### src/rtl/rgmii_pkg.sv
// Shared encodings for the RGMII receive adapter: speed codes, FSM states,
// in-band status bit positions and the GMII beat carried down the output pipe.
package rgmii_pkg;

  localparam int unsigned NIB_W  = 4;
  localparam int unsigned BYTE_W = 8;
  localparam int unsigned SPD_W  = 2;

  localparam logic [SPD_W-1:0] SPD_10   = 2'b00;
  localparam logic [SPD_W-1:0] SPD_100  = 2'b01;
  localparam logic [SPD_W-1:0] SPD_1000 = 2'b10;

  // Bit positions of the in-band status fields in the rising-edge nibble
  localparam int unsigned STS_LINK   = 0;
  localparam int unsigned STS_SPD    = 1;
  localparam int unsigned STS_DUPLEX = 3;

  typedef enum logic [1:0] {
    ST_IDLE   = 2'd0,
    ST_G_DATA = 2'd1,
    ST_N_LO   = 2'd2,
    ST_N_HI   = 2'd3
  } rx_state_e;

  typedef struct packed {
    logic              dv;
    logic              en;
    logic              er;
    logic [BYTE_W-1:0] rxd;
  } gmii_beat_t;

  // The reserved code 11 runs as 1000M
  function automatic logic [SPD_W-1:0] norm_speed(input logic [SPD_W-1:0] s);
    return (s == SPD_10 || s == SPD_100) ? s : SPD_1000;
  endfunction

endpackage

### src/rtl/rgmii_inband_status.sv
// In-band link status decode with a two-sample debounce.
module rgmii_inband_status
  import rgmii_pkg::*;
(
  input  logic             gmii_rx_clk,
  input  logic             rst_n,
  input  logic             sample_en,
  input  logic [NIB_W-1:0] rxd_nib,
  output logic             link_up,
  output logic [SPD_W-1:0] link_speed,
  output logic             link_duplex
);

  logic [NIB_W-1:0] cand_q;
  logic             cand_vld_q;

  // Publish a status nibble only once it repeats on back-to-back qualifying cycles
  always_ff @(posedge gmii_rx_clk) begin
    if (!rst_n) begin
      cand_q      <= '0;
      cand_vld_q  <= 1'b0;
      link_up     <= 1'b0;
      link_speed  <= '0;
      link_duplex <= 1'b0;
    end else if (sample_en) begin
      cand_q     <= rxd_nib;
      cand_vld_q <= 1'b1;
      if (cand_vld_q && (rxd_nib == cand_q)) begin
        link_up     <= rxd_nib[STS_LINK];
        link_speed  <= rxd_nib[STS_SPD +: SPD_W];
        link_duplex <= rxd_nib[STS_DUPLEX];
      end
    end else begin
      cand_vld_q <= 1'b0;
    end
  end

endmodule

### src/rtl/rgmii_rx_adapt.sv
// RGMII receive adapter: IDDR nibble pairs to GMII bytes for 1000M (DDR) and
// 10/100M (SDR nibble pairing), with in-band status and frame statistics.
module rgmii_rx_adapt
  import rgmii_pkg::*;
#(
  parameter int unsigned OUT_PIPE     = 1,
  parameter bit          INBAND_SPEED = 1'b0,
  parameter int unsigned CNT_W        = 16
) (
  input  logic              gmii_rx_clk,
  input  logic              rst_n,
  input  logic [NIB_W-1:0]  ddr_rxd_r,
  input  logic [NIB_W-1:0]  ddr_rxd_f,
  input  logic              ddr_ctl_r,
  input  logic              ddr_ctl_f,
  input  logic [SPD_W-1:0]  speed_sel,
  input  logic              stat_clr,
  output logic              gmii_rx_dv,
  output logic              gmii_rx_en,
  output logic              gmii_rx_er,
  output logic [BYTE_W-1:0] gmii_rxd,
  output logic              link_up,
  output logic [SPD_W-1:0]  link_speed,
  output logic              link_duplex,
  output logic [SPD_W-1:0]  speed_act,
  output logic [CNT_W-1:0]  rx_frame_cnt,
  output logic [CNT_W-1:0]  rx_err_cnt
);

  rx_state_e        state_q, state_d;
  gmii_beat_t       beat_d;
  gmii_beat_t       pipe_q [OUT_PIPE+1];
  logic [NIB_W-1:0] lo_q, lo_d;
  logic             er_lo_q, er_lo_d;
  logic             frm_err_q, frm_err_d;
  logic             frame_end_c, frame_bad_c;
  logic             dv_c, er_c;

  assign dv_c = ddr_ctl_r;
  assign er_c = ddr_ctl_r ^ ddr_ctl_f;

  // In-band status is only meaningful between frames with no error signalled
  rgmii_inband_status u_inband (
    .gmii_rx_clk (gmii_rx_clk),
    .rst_n       (rst_n),
    .sample_en   (!dv_c && !er_c),
    .rxd_nib     (ddr_rxd_r),
    .link_up     (link_up),
    .link_speed  (link_speed),
    .link_duplex (link_duplex)
  );

  // Speed only follows its source while idle, so a frame never changes mode
  always_ff @(posedge gmii_rx_clk) begin
    if (!rst_n) begin
      speed_act <= SPD_1000;
    end else if (state_q == ST_IDLE && !dv_c) begin
      speed_act <= norm_speed(INBAND_SPEED ? link_speed : speed_sel);
    end
  end

  // FSM state register
  always_ff @(posedge gmii_rx_clk) begin
    if (!rst_n) state_q <= ST_IDLE;
    else        state_q <= state_d;
  end

  // Nibble and frame-error holding registers
  always_ff @(posedge gmii_rx_clk) begin
    if (!rst_n) begin
      lo_q      <= '0;
      er_lo_q   <= 1'b0;
      frm_err_q <= 1'b0;
    end else begin
      lo_q      <= lo_d;
      er_lo_q   <= er_lo_d;
      frm_err_q <= frm_err_d;
    end
  end

  // Next state and core beat; the first dv cycle in IDLE is already frame data
  always_comb begin
    state_d     = state_q;
    beat_d      = '0;
    lo_d        = lo_q;
    er_lo_d     = er_lo_q;
    frm_err_d   = frm_err_q;
    frame_end_c = 1'b0;
    frame_bad_c = 1'b0;
    beat_d.dv   = dv_c;
    case (state_q)
      ST_IDLE: begin
        if (dv_c) begin
          frm_err_d = er_c;
          if (speed_act == SPD_1000) begin
            beat_d.en  = 1'b1;
            beat_d.er  = er_c;
            beat_d.rxd = {ddr_rxd_f, ddr_rxd_r};
            state_d    = ST_G_DATA;
          end else begin
            lo_d    = ddr_rxd_r;
            er_lo_d = er_c;
            state_d = ST_N_HI;
          end
        end
      end
      ST_G_DATA: begin
        if (dv_c) begin
          beat_d.en  = 1'b1;
          beat_d.er  = er_c;
          beat_d.rxd = {ddr_rxd_f, ddr_rxd_r};
          frm_err_d  = frm_err_q | er_c;
        end else begin
          frame_end_c = 1'b1;
          frame_bad_c = frm_err_q;
          state_d     = ST_IDLE;
        end
      end
      ST_N_LO: begin
        if (dv_c) begin
          lo_d      = ddr_rxd_r;
          er_lo_d   = er_c;
          frm_err_d = frm_err_q | er_c;
          state_d   = ST_N_HI;
        end else begin
          frame_end_c = 1'b1;
          frame_bad_c = frm_err_q;
          state_d     = ST_IDLE;
        end
      end
      ST_N_HI: begin
        if (dv_c) begin
          beat_d.en  = 1'b1;
          beat_d.er  = er_lo_q | er_c;
          beat_d.rxd = {ddr_rxd_r, lo_q};
          frm_err_d  = frm_err_q | er_c;
          state_d    = ST_N_LO;
        end else begin
          // Odd nibble count: the dangling nibble is dropped
          frame_end_c = 1'b1;
          frame_bad_c = 1'b1;
          state_d     = ST_IDLE;
        end
      end
      default: state_d = ST_IDLE;
    endcase
  end

  // Core register followed by OUT_PIPE delay stages
  always_ff @(posedge gmii_rx_clk) begin
    if (!rst_n) begin
      for (int i = 0; i <= OUT_PIPE; i++) pipe_q[i] <= '0;
    end else begin
      pipe_q[0] <= beat_d;
      for (int i = 1; i <= OUT_PIPE; i++) pipe_q[i] <= pipe_q[i-1];
    end
  end

  assign gmii_rx_dv = pipe_q[OUT_PIPE].dv;
  assign gmii_rx_en = pipe_q[OUT_PIPE].en;
  assign gmii_rx_er = pipe_q[OUT_PIPE].er;
  assign gmii_rxd   = pipe_q[OUT_PIPE].rxd;

  // Saturating statistics; clear wins over a same-cycle increment
  always_ff @(posedge gmii_rx_clk) begin
    if (!rst_n || stat_clr) begin
      rx_frame_cnt <= '0;
      rx_err_cnt   <= '0;
    end else begin
      if (frame_end_c && (rx_frame_cnt != '1))
        rx_frame_cnt <= rx_frame_cnt + CNT_W'(1);
      if (frame_end_c && frame_bad_c && (rx_err_cnt != '1))
        rx_err_cnt <= rx_err_cnt + CNT_W'(1);
    end
  end

endmodule
### config.mk
export PLATFORM = sky130hd
export DESIGN_NAME = rgmii_rx_adapt
export DESIGN_NICKNAME = d
export VERILOG_FILES = /design/src/rtl/rgmii_pkg.sv /design/src/rtl/rgmii_inband_status.sv /design/src/rtl/rgmii_rx_adapt.sv
export SDC_FILE = /design/constraint.sdc
export NUM_CORES = 1
export LEC_CHECK = 0
export ABC_AREA = 1
export BUFFER_PORTS_ARGS = -buffer_cell sky130_fd_sc_hd__buf_2
export CORE_MARGIN = 4
export CORE_UTILIZATION = 50
export DETAILED_ROUTE_END_ITERATION = 7
export HOLD_SLACK_MARGIN = 0.1
export PLACE_DENSITY = 0.8
export SLEW_MARGIN = 10
export SYNTH_ARGS = -nofsm -noshare
export SYNTH_HDL_FRONTEND = slang
export SYNTH_SLANG_ARGS = --single-unit
### constraint.sdc
create_clock -name gmii_rx_clk -period 1.7 [get_ports gmii_rx_clk]
set_clock_uncertainty 0.2 [all_clocks]
set_input_delay 0.34 -clock gmii_rx_clk [delete_from_list [all_inputs] [get_ports gmii_rx_clk]]
set_output_delay 0.34 -clock gmii_rx_clk [all_outputs]
set_load 0.005 [all_outputs]
==> results of run 1 <==
-- cell usage after synthesis, drive strengths merged --
library cell  instances  area (µm²)
a21oi                44         220
and2                  2        12.5
buf                  19         133
clkbuf                4        15.0
dfxtp                73        1460
ha                    8         100
inv                  56         210
nand2               132         513
nand3                42         220
nand3b                1        7.51
nand4                 7        43.8
nor2                113         483
nor3                  7        45.0
o211ai                1        7.51
o21ai                15        75.1
o22ai                 1        6.26
or2                   1        6.26
xor2                  1        8.76
-- stage by stage --
stage | hold WS (ns) | util [%]
after floorplan | 0.190 | -
after global placement | 0.195 | 59.8
after detailed placement | 0.196 | 59.8
after CTS | 0.120 | 64.9
after global routing | 0.178 | 67.7
final | 0.125 | 67.7
-- final cells by class --
class / count / area (µm²)
fillers: 564 / 2220
multi-input cells: 375 / 1910
flip-flops and latches: 73 / 1480
repair buffers: 106 / 723
inverters: 56 / 213
clock buffers: 10 / 138
well taps: 96 / 120
clock inverters: 6 / 72.6
-- worst min-delay path: stages --
cell,delay (ns)
buf_2,0.08
nor3_1,0.04
nor3_1,0.16
-- logic make-up after synthesis --
group,share of synthesized area [%]
compound gates,8.66
xor+xnor,0.245
fa+ha+maj,2.81
buf+inv,10.0
flops,41.0
simple gates,37.3
-- repair_timing --
action,in CTS,in global routing
endpoints found under the setup margin,37,45
resized for setup,12,59
pin swaps,1,13
hold buffers,9,0
hold endpoints to repair,10,0
buffers inserted,1,3
cloned,0,1
-- path summary, 6_finish.rpt --
check,from,to,slack [ns],depth (start not counted)
worst min register to register,pipe_q[0][9],pipe_q[0][20],0.21,2
worst max register to register,rx_err_cnt[2],rx_err_cnt[13],-0.003,8
worst min-delay path,speed_sel[0],speed_act[0],0.12,3
worst max-delay path,rx_err_cnt[2],rx_err_cnt[13],-0.003,8
-- state kept, by name, summed over array words and instances (netlist names) --
signal,count
pipe_q,22
rx_err_cnt,16
rx_frame_cnt,16
lo_q,4
u_inband.cand_q,4
speed_act,2
state_q,2
u_inband.link_speed,2
er_lo_q,1
frm_err_q,1
u_inband.cand_vld_q,1
u_inband.link_duplex,1
u_inband.link_up,1
-- cells in the final DEF, fill, tap and decap left out, types with 4 or more instances in the layout --
master         instances
nor2_1                90
a21oi_1               43
buf_2                 60
ha_1                   5
nor2_2                12
nand2_2                8
dfxtp_1               61
nand2_1              122
dlygate4sd3_1          7
nor2_4                10
nor3_1                 4
clkbuf_8              10
inv_1                 45
o21ai_0                9
inv_2                 10
o21ai_1                5
nand4_1                7
buf_4                 32
dfxtp_2               12
nand3_1               39
-- metal layers --
layer / GRT usage [%] / vias to the layer above
li1: - / 1853
met1: 24.0 / 1629
met2: 32.3 / 138
met3: 4.96 / 23
met4: 8.66 / 0
met5: 0 / -
-- report_power, final --
part	switching, W	total [W]	internal (W)
Combinational	0.000313	0.000571	0.000258
Clock	0.000706	0.00144	0.000736
Sequential	0.0000377	0.00183	0.00179
Total	0.00106	0.00384	0.00278
==> flow_summary.ini, run 1 <==
[status]
status = finished, violations left
violations = negative setup slack

[hold_path]
hp-class = in2reg

[sta]
finalSetupViolCount = 2
setup_ws_ns = -0.00331
slew_headroom_pct = 81.7
post-route-min-period_ns = 1.70
hold_viol = 0
grt_setup_unrepaired = yes
slew_violations = 0
tns_ns = -0.00578
fin_crit_sh_pct = 100
clock.fmax_mhz = 587
worst_pin_slew_ns = 0.272

[route]
route.met3.wl_um = 518
met1Wirelength_um = 3850
drt_pass1_iterations = 5
ant_nets = 0
viasPerCell = 5.05
topRoutingLayerUsed = met4
avgRoutedWirePerCell_um = 12.3
wl_met2_um = 4340
drt-total-wl_um = 8870
detailroute.via_count = 3643
drt-initial-drc-count = 169
drc_errors = 0

[cells_and_area]
antenna_cells = 0
layout-drive-gt1-share_pct = 29.1
fin_area_um2 = 4650
area_growth_pct = 30.3
final_cells = 722
nNetsFinal = 644

[critical_path]
cp.required_ns = 1.79
end_kind = flop
cp_common_cell = nor2_1
critPathMaxStageDelay_ns = 0.43
arrival_ns = 1.80
path_max_fanout = 6
cp_slowest_cell = dfxtp_1
crit_path_cell_trace = nand2_1, nor2_2, nand2_1, nor2_1, nand2_1, nor2_1, nor2_1, nor2_1
critPathLaunchType = flop
crit_buf_inv = 0
critical-path-top-delay-family = simple AND/OR/NAND/NOR gates
path_class = reg2reg

[pwr]
power_density_nw_per_um2 = 826
power_w = 0.00384
peakVddDrop_mv = 0.507
p_leak_nw = 2.16

[global_route]
grt_max_degree = 33
grt_use_total_pct = 19.6
overflow = 0
antenna_found_initial = 0
grt_first_pass_wirelength_um = 13800
grt_pass1_vias = 3221

[floorplanning]
io-pin-count = 64
row_count = 30
dieArea_um2 = 8550
dieHeight_um = 92.5
initial_core_util_pct = 51.9
fp.dieW_um = 92.5
coreArea_um2 = 6870

[job]
maxCapViolCount = 0

[clock_tree]
cts_tree = yes
cts_root_buf = clkbuf_8
cts_max_level = 3
clock_latency_ns = 0.35
clock_sinks = 73
cts_buffer_depth = 2
path_clk_slew_ns = 0.08
cts_buffers = 9

[place]
dpl_cell_area_um2 = 4110
numPlacedInstances = 693
place.gp.congestion = 0.899
numPortBuffers = 63
dp_hpwl_um = 5900
dp_worst_setup_slack_ns = -0.122

[yosys]
ys_seq_elements = 73
syn-instance-count = 527
syn-cell-area_um2 = 3570
ys.warnings.count = 0
synth_cell_type_count = 29
yosysSeqAreaShare_pct = 41.0
synth.avg_cell_area_um2 = 6.77
synth_nets = 550
Note: power is estimated with default switching activity, not from simulation.
==> run 2, diff against run 1 <==
--- a/config.mk
+++ b/config.mk
@@ -16,3 +16,4 @@
 export SYNTH_ARGS = -nofsm -noshare
 export SYNTH_HDL_FRONTEND = slang
 export SYNTH_SLANG_ARGS = --single-unit
+export TNS_END_PERCENT = 5
==> run 2 against run 1 <==
Effect of this change:
- the run still ends with negative setup slack left
- sequential share of layout area is 0.076 points higher
- power is 0.43% lower
- clock-buffer cell count stayed put
- design area is 0.32% lower
- hold slack worse by 0.0027 ns
- sequential power hardly changed
- first-iteration DRC count is 33% higher
- utilization is 0.22 points lower
- combinational power is 2% lower
- non-clock buffer count is 1 lower
- fmax is 1.4% lower
==> flow_summary.ini, run 2 (synthesis gave the netlist of run 1 again) <==
[critical_path]
crit_buf_inv = 2
r2r_end = rx_err_cnt[3]
r2r_start = state_q[1]
crit_path_cell_trace = inv_4, ha_4, nand2_2, nand2_2, nand2_4, buf_12, nor3_4, nand3_1, nand2_1, nor2_1
reg2reg_depth = 10
cp.required_ns = 1.75
critPathLaunchType = flop
cp_common_cell = nand2_2
cp_slowest_cell = dfxtp_4
path_max_fanout = 5
r2r_slack_ns = -0.03
critical-path-top-delay-family = simple AND/OR/NAND/NOR gates
arrival_ns = 1.78
critPathMaxStageDelay_ns = 0.38
path_class = reg2reg
end_kind = flop

[cells_and_area]
antenna_cells = 0
largest_reg_flops = 22
seqCellArea_um2 = 1480
area_growth_pct = 29.9
regMostFlops = pipe_q
layout-drive-gt1-share_pct = 28.3
nNetsFinal = 643
layout_commonest_cell = nand2_1
multi_input_area_um2 = 1900
largestRegisters = pipe_q: 22 flops, rx_err_cnt: 16 flops, rx_frame_cnt: 16 flops
nFillCells = 583
post-route-util_pct = 67.5
layout_common_cells = nand2_1, nor2_1, dfxtp_1

[sta]
setup_ws_ns = -0.0271
grt_setup_unrepaired = yes
clock.fmax_mhz = 579
fin_crit_sh_pct = 102
slew_violations = 0
post-route-min-period_ns = 1.73
worst_pin_slew_ns = 0.271
hold_viol = 0
slew_headroom_pct = 81.8
finalSetupViolCount = 1

[clock_tree]
cts_buffer_depth = 2
cts_tree = yes
clock_latency_ns = 0.35
path_clk_slew_ns = 0.08
cts_max_level = 3
clock_sinks = 73
cts_root_buf = clkbuf_8
cts_buffers = 9

[hold_path]
hp-class = in2reg
holdPathEnd = speed_act[0]
worstHoldStart = speed_sel[0]
min_path_cells = 3

[place]
numPortBuffers = 63
dp_worst_setup_slack_ns = -0.122
place.gp.congestion = 0.899
dp_hpwl_um = 5900

[floorplanning]
dieArea_um2 = 8550
io-pin-count = 64
fp.dieW_um = 92.5
dieHeight_um = 92.5
coreArea_um2 = 6870
initial_core_util_pct = 51.9
row_count = 30

[global_route]
overflow = 0
grt_pass1_vias = 3223
antenna_found_initial = 0
grt_use_total_pct = 19.6
grt_first_pass_wirelength_um = 13800
grt_max_degree = 33

[pwr]
combPwrFrac_pct = 14.6
p_seq_share_pct = 47.9
p_leak_nw = 2.13
peakVddDrop_mv = 0.503
p_switching_w = 0.00104
switching_share_pct = 27.3
p_int_w = 0.00278
p_clk_share_pct = 37.5
power_density_nw_per_um2 = 825

[route]
drt-total-wl_um = 8600
ant_nets = 0
drc_errors = 0
drt-initial-drc-count = 224
detailroute.via_count = 3596
viasPerCell = 4.99
drt_pass1_iterations = 5
avgRoutedWirePerCell_um = 11.9

[status]
violations = negative setup slack
status = finished, violations left

[job]
maxCapViolCount = 0
## run 2: cell count changes in the layout (fill, tap and decap cells not counted), moves of 2 or more
cell | before | now
dfxtp_1 | 61 | 64
dfxtp_2 | 12 | 8
dlygate4sd3_1 | 7 | 9
dlymetal6s4s_1 | 2 | 0
inv_2 | 10 | 8
nor2_1 | 90 | 86
nor2_2 | 12 | 14
nor2_4 | 10 | 12
## run 2: per-layer routing
layer,vias up,GRT usage [%],routed length [µm]
met4,0,8.79,129
met1,1600,24.1,3750
met2,134,32.3,4160
li1,1844,-,-
met5,-,0,0
met3,18,4.96,557
## run 2: power by group through the flow
stage / sequential, W / combinational [W] / clock, W
floorplan: 0.00186 / 0.000298 / 0
global placement: 0.00186 / 0.000453 / 0
detailed placement: 0.00186 / 0.000472 / 0
CTS: 0.00182 / 0.000495 / 0.00146
global route: 0.00184 / 0.000624 / 0.00155
finish: 0.00183 / 0.000560 / 0.00143
## run 2: timing repair
item                                   CTS  global route
hold buffers                             9             0
pin swaps                                1            12
resized for setup                        9            60
buffers inserted                         0             2
setup endpoints to repair               37            51
cloned                                   0             1
endpoints found under the hold margin   10             0
## run 2: stage by stage
step | cell area (µm²) | cells | hold WS, ns | power [W] | setup TNS, ns
2_1_floorplan | 3570 | 527 | 0.190 | 0.00216 | 0
3_3_place_gp | 4110 | 693 | 0.195 | 0.00231 | -0.00978
3_5_place_dp | 4110 | 693 | 0.196 | 0.00233 | -1.78
4_1_cts | 4440 | 718 | 0.120 | 0.00378 | -0.138
5_1_grt | 4630 | 721 | 0.163 | 0.00402 | -0.636
6_report | 4630 | 721 | 0.122 | 0.00382 | -0.0271
## run 2: worst max path at each step
stage	from	endpoint	depth (start not counted)
2_1_floorplan	ddr_ctl_r	u_inband.link_duplex	8
3_3_place_gp	state_q[1]	rx_err_cnt[3]	10
3_5_place_dp	state_q[1]	rx_err_cnt[3]	10
4_1_cts	state_q[0]	rx_frame_cnt[15]	10
5_1_grt	state_q[1]	rx_err_cnt[3]	10
6_report	state_q[1]	rx_err_cnt[3]	10
## run 2: worst register-to-register path: stages, from the launching register on
cell and delay [ns]:
dfxtp_4 0.38, inv_4 0.05, ha_4 0.25, nand2_2 0.04
nand2_2 0.08, nand2_4 0.08, buf_12 0.15, nor3_4 0.17
nand3_1 0.09, nand2_1 0.08, nor2_1 0.05
## run 2: cell type report
cell class	count	share of cell area, %
Clock buffer	10	2.97
Clock inverter	6	1.57
Inverter	56	4.64
Multi-Input combinational cell	375	41.1
Sequential cell	73	31.8
Tap cell	96	2.59
Timing Repair Buffer	105	15.3
==> run 3, diff against run 2 <==
--- a/config.mk
+++ b/config.mk
@@ -7,7 +7,7 @@
 export LEC_CHECK = 0
 export ABC_AREA = 1
 export BUFFER_PORTS_ARGS = -buffer_cell sky130_fd_sc_hd__buf_2
-export CORE_MARGIN = 4
+export CORE_MARGIN = 5
 export CORE_UTILIZATION = 50
 export DETAILED_ROUTE_END_ITERATION = 7
 export HOLD_SLACK_MARGIN = 0.1
==> run 3 against run 2 <==
Effect of this change:
- the flow now finishes without violations
- utilization shrank 0.22 points
- fmax up 3.7%
- sequential power hardly changed
- hold slack improved by 0.0030 ns
- design area decreased by 0.32%
- highest routed layer unchanged
==> flow_summary.ini, run 3 (synthesis gave the netlist of run 1 again) <==
[pwr]
power_density_nw_per_um2 = 827
p_leak_nw = 2.14
peakVddDrop_mv = 0.419

[floorplanning]
dieHeight_um = 94.5
io-pin-count = 64
coreArea_um2 = 6870
fp.dieW_um = 94.5
row_count = 30
dieArea_um2 = 8930
initial_core_util_pct = 51.9

[route]
ant_nets = 0
drt_pass1_iterations = 4
detailroute.via_count = 3586
drt-initial-drc-count = 205
drt-total-wl_um = 8580
viasPerCell = 4.97
drc_errors = 0
avgRoutedWirePerCell_um = 11.9

[critical_path]
path_class = reg2reg
cp_slowest_cell = dfxtp_2
reg2reg_depth = 11
cp-startpoint = state_q[1]
critPathMaxStageDelay_ns = 0.33
critPathLaunchType = flop
arrival_ns = 1.76
crit_path_cell_trace = inv_1, ha_4, nand2_1, nand2_1, nand2_2, buf_12, nor2_4, nand3_2, nand2_1, nand2_1, nor2_1
r2r_slack_ns = 0.03
path_max_fanout = 10
r2r_start = state_q[1]
cp.required_ns = 1.80
end_kind = flop
cp_common_cell = nand2_1
r2r_end = rx_err_cnt[15]

[clock_tree]
cts_tree = yes
cts_root_buf = clkbuf_8
cts_buffer_depth = 2
clock_latency_ns = 0.35
clock_sinks = 73
cts_buffers = 9
path_clk_slew_ns = 0.09
cts_max_level = 3

[global_route]
antenna_found_initial = 0
overflow = 0
grt_max_degree = 33
grt_first_pass_wirelength_um = 14700
grt_use_total_pct = 20.2
grt_pass1_vias = 3407

[sta]
worst_pin_slew_ns = 0.331
timing.hold.ws_ns = 0.125
post-route-min-period_ns = 1.67
slew_headroom_pct = 77.8
finalSetupViolCount = 0
clock.fmax_mhz = 600
hold_viol = 0
grt_setup_unrepaired = yes
slew_violations = 0
fin_crit_sh_pct = 98.0
setup_ws_ns = 0.0338

[cells_and_area]
regMostFlops = pipe_q
layout_commonest_cell = nand2_1
antenna_cells = 0
nNetsFinal = 644
layout-drive-gt1-share_pct = 29.1
layout_common_cells = nand2_1, nor2_1, buf_2
nFillCells = 613
largestRegisters = pipe_q: 22 flops, rx_err_cnt: 16 flops, rx_frame_cnt: 16 flops
largest_reg_flops = 22
area_growth_pct = 29.5
final_cells = 722

[hold_path]
hp-class = in2reg
worstHoldStart = speed_sel[0]
holdPathEnd = speed_act[0]
min_path_cells = 3

[job]
maxCapViolCount = 0

[place]
place.gp.congestion = 0.927
dp_hpwl_um = 6110
numPortBuffers = 63
numPlacedInstances = 695
dp_worst_setup_slack_ns = -0.0605

[status]
status = complete, no violations
==> run 3: cell types whose count changed in the layout (fill, tap and decap cells not counted), sizes merged <==
cell | before | now
clkbuf | 11 | 9
dlygate4sd3 | 9 | 7
dlymetal6s4s | 0 | 2
clkinvlp | 1 | 0
clkinv | 1 | 3
buf | 95 | 97
==> run 3: timing repair <==
| item | CTS | global route |
|---|---|---|
| setup endpoints to repair | 13 | 46 |
| gates resized for setup | 5 | 68 |
| buffers inserted | 0 | 2 |
| hold endpoints to repair | 10 | 0 |
| hold buffers | 9 | 0 |
| pin swaps | 0 | 13 |
==> run 3: routing by layer <==
| layer | global-route usage, % | share of wire, % |
|---|---|---|
| met1 | 25.4 | 44 |
| met2 | 33.0 | 48 |
| met3 | 4.54 | 6.1 |
| met4 | 9.01 | 2.3 |
| met5 | 0 | 0 |
==> run 3: power breakdown <==
part | switching [W] | total [W] | internal [W]
Clock | 0.000740 | 0.00145 | 0.000706
Sequential | 0.0000339 | 0.00182 | 0.00179
Combinational | 0.000300 | 0.000551 | 0.000251
Total | 0.00107 | 0.00382 | 0.00275
==> run 3: cell type report <==
class | count | area (µm²) | share of cell area, %
well taps | 96 | 120 | 2.60
inverters | 56 | 213 | 4.60
clock inverters | 7 | 85.1 | 1.84
multi-input cells | 375 | 1880 | 40.8
repair buffers | 106 | 713 | 15.4
clock buffers | 9 | 124 | 2.68
flip-flops and latches | 73 | 1480 | 32.0
==> run 3: stage by stage <==
step	utilization, %	setup TNS (ns)	power [W]	instance area, µm²
finish	67.2	0	0.00382	4620
detailed placement	60.0	-0.214	0.00234	4120
global placement	60.0	0	0.00232	4120
global route	67.2	-0.649	0.00401	4620
CTS	64.6	-0.0228	0.00381	4430
floorplan	-	0	0.00216	3570
==> run 3: worst max path at each step <==
| stage | end | slack [ns] |
|---|---|---|
| after floorplan | u_inband.link_duplex | 0.02 |
| after global placement | lo_q[3] | 0.03 |
| after detailed placement | lo_q[2] | -0.06 |
| after CTS | rx_frame_cnt[15] | -0.02 |
| after global routing | rx_err_cnt[15] | -0.09 |
| final | rx_err_cnt[15] | 0.03 |
==> run 3: critical path: cells and delay by family (launching register included) <==
family / cells / cell delay, ns
and+or+nand+nor: 8 / 0.59
DFF: 1 / 0.33
adders and majority gates: 1 / 0.26
buffers and inverters: 2 / 0.23
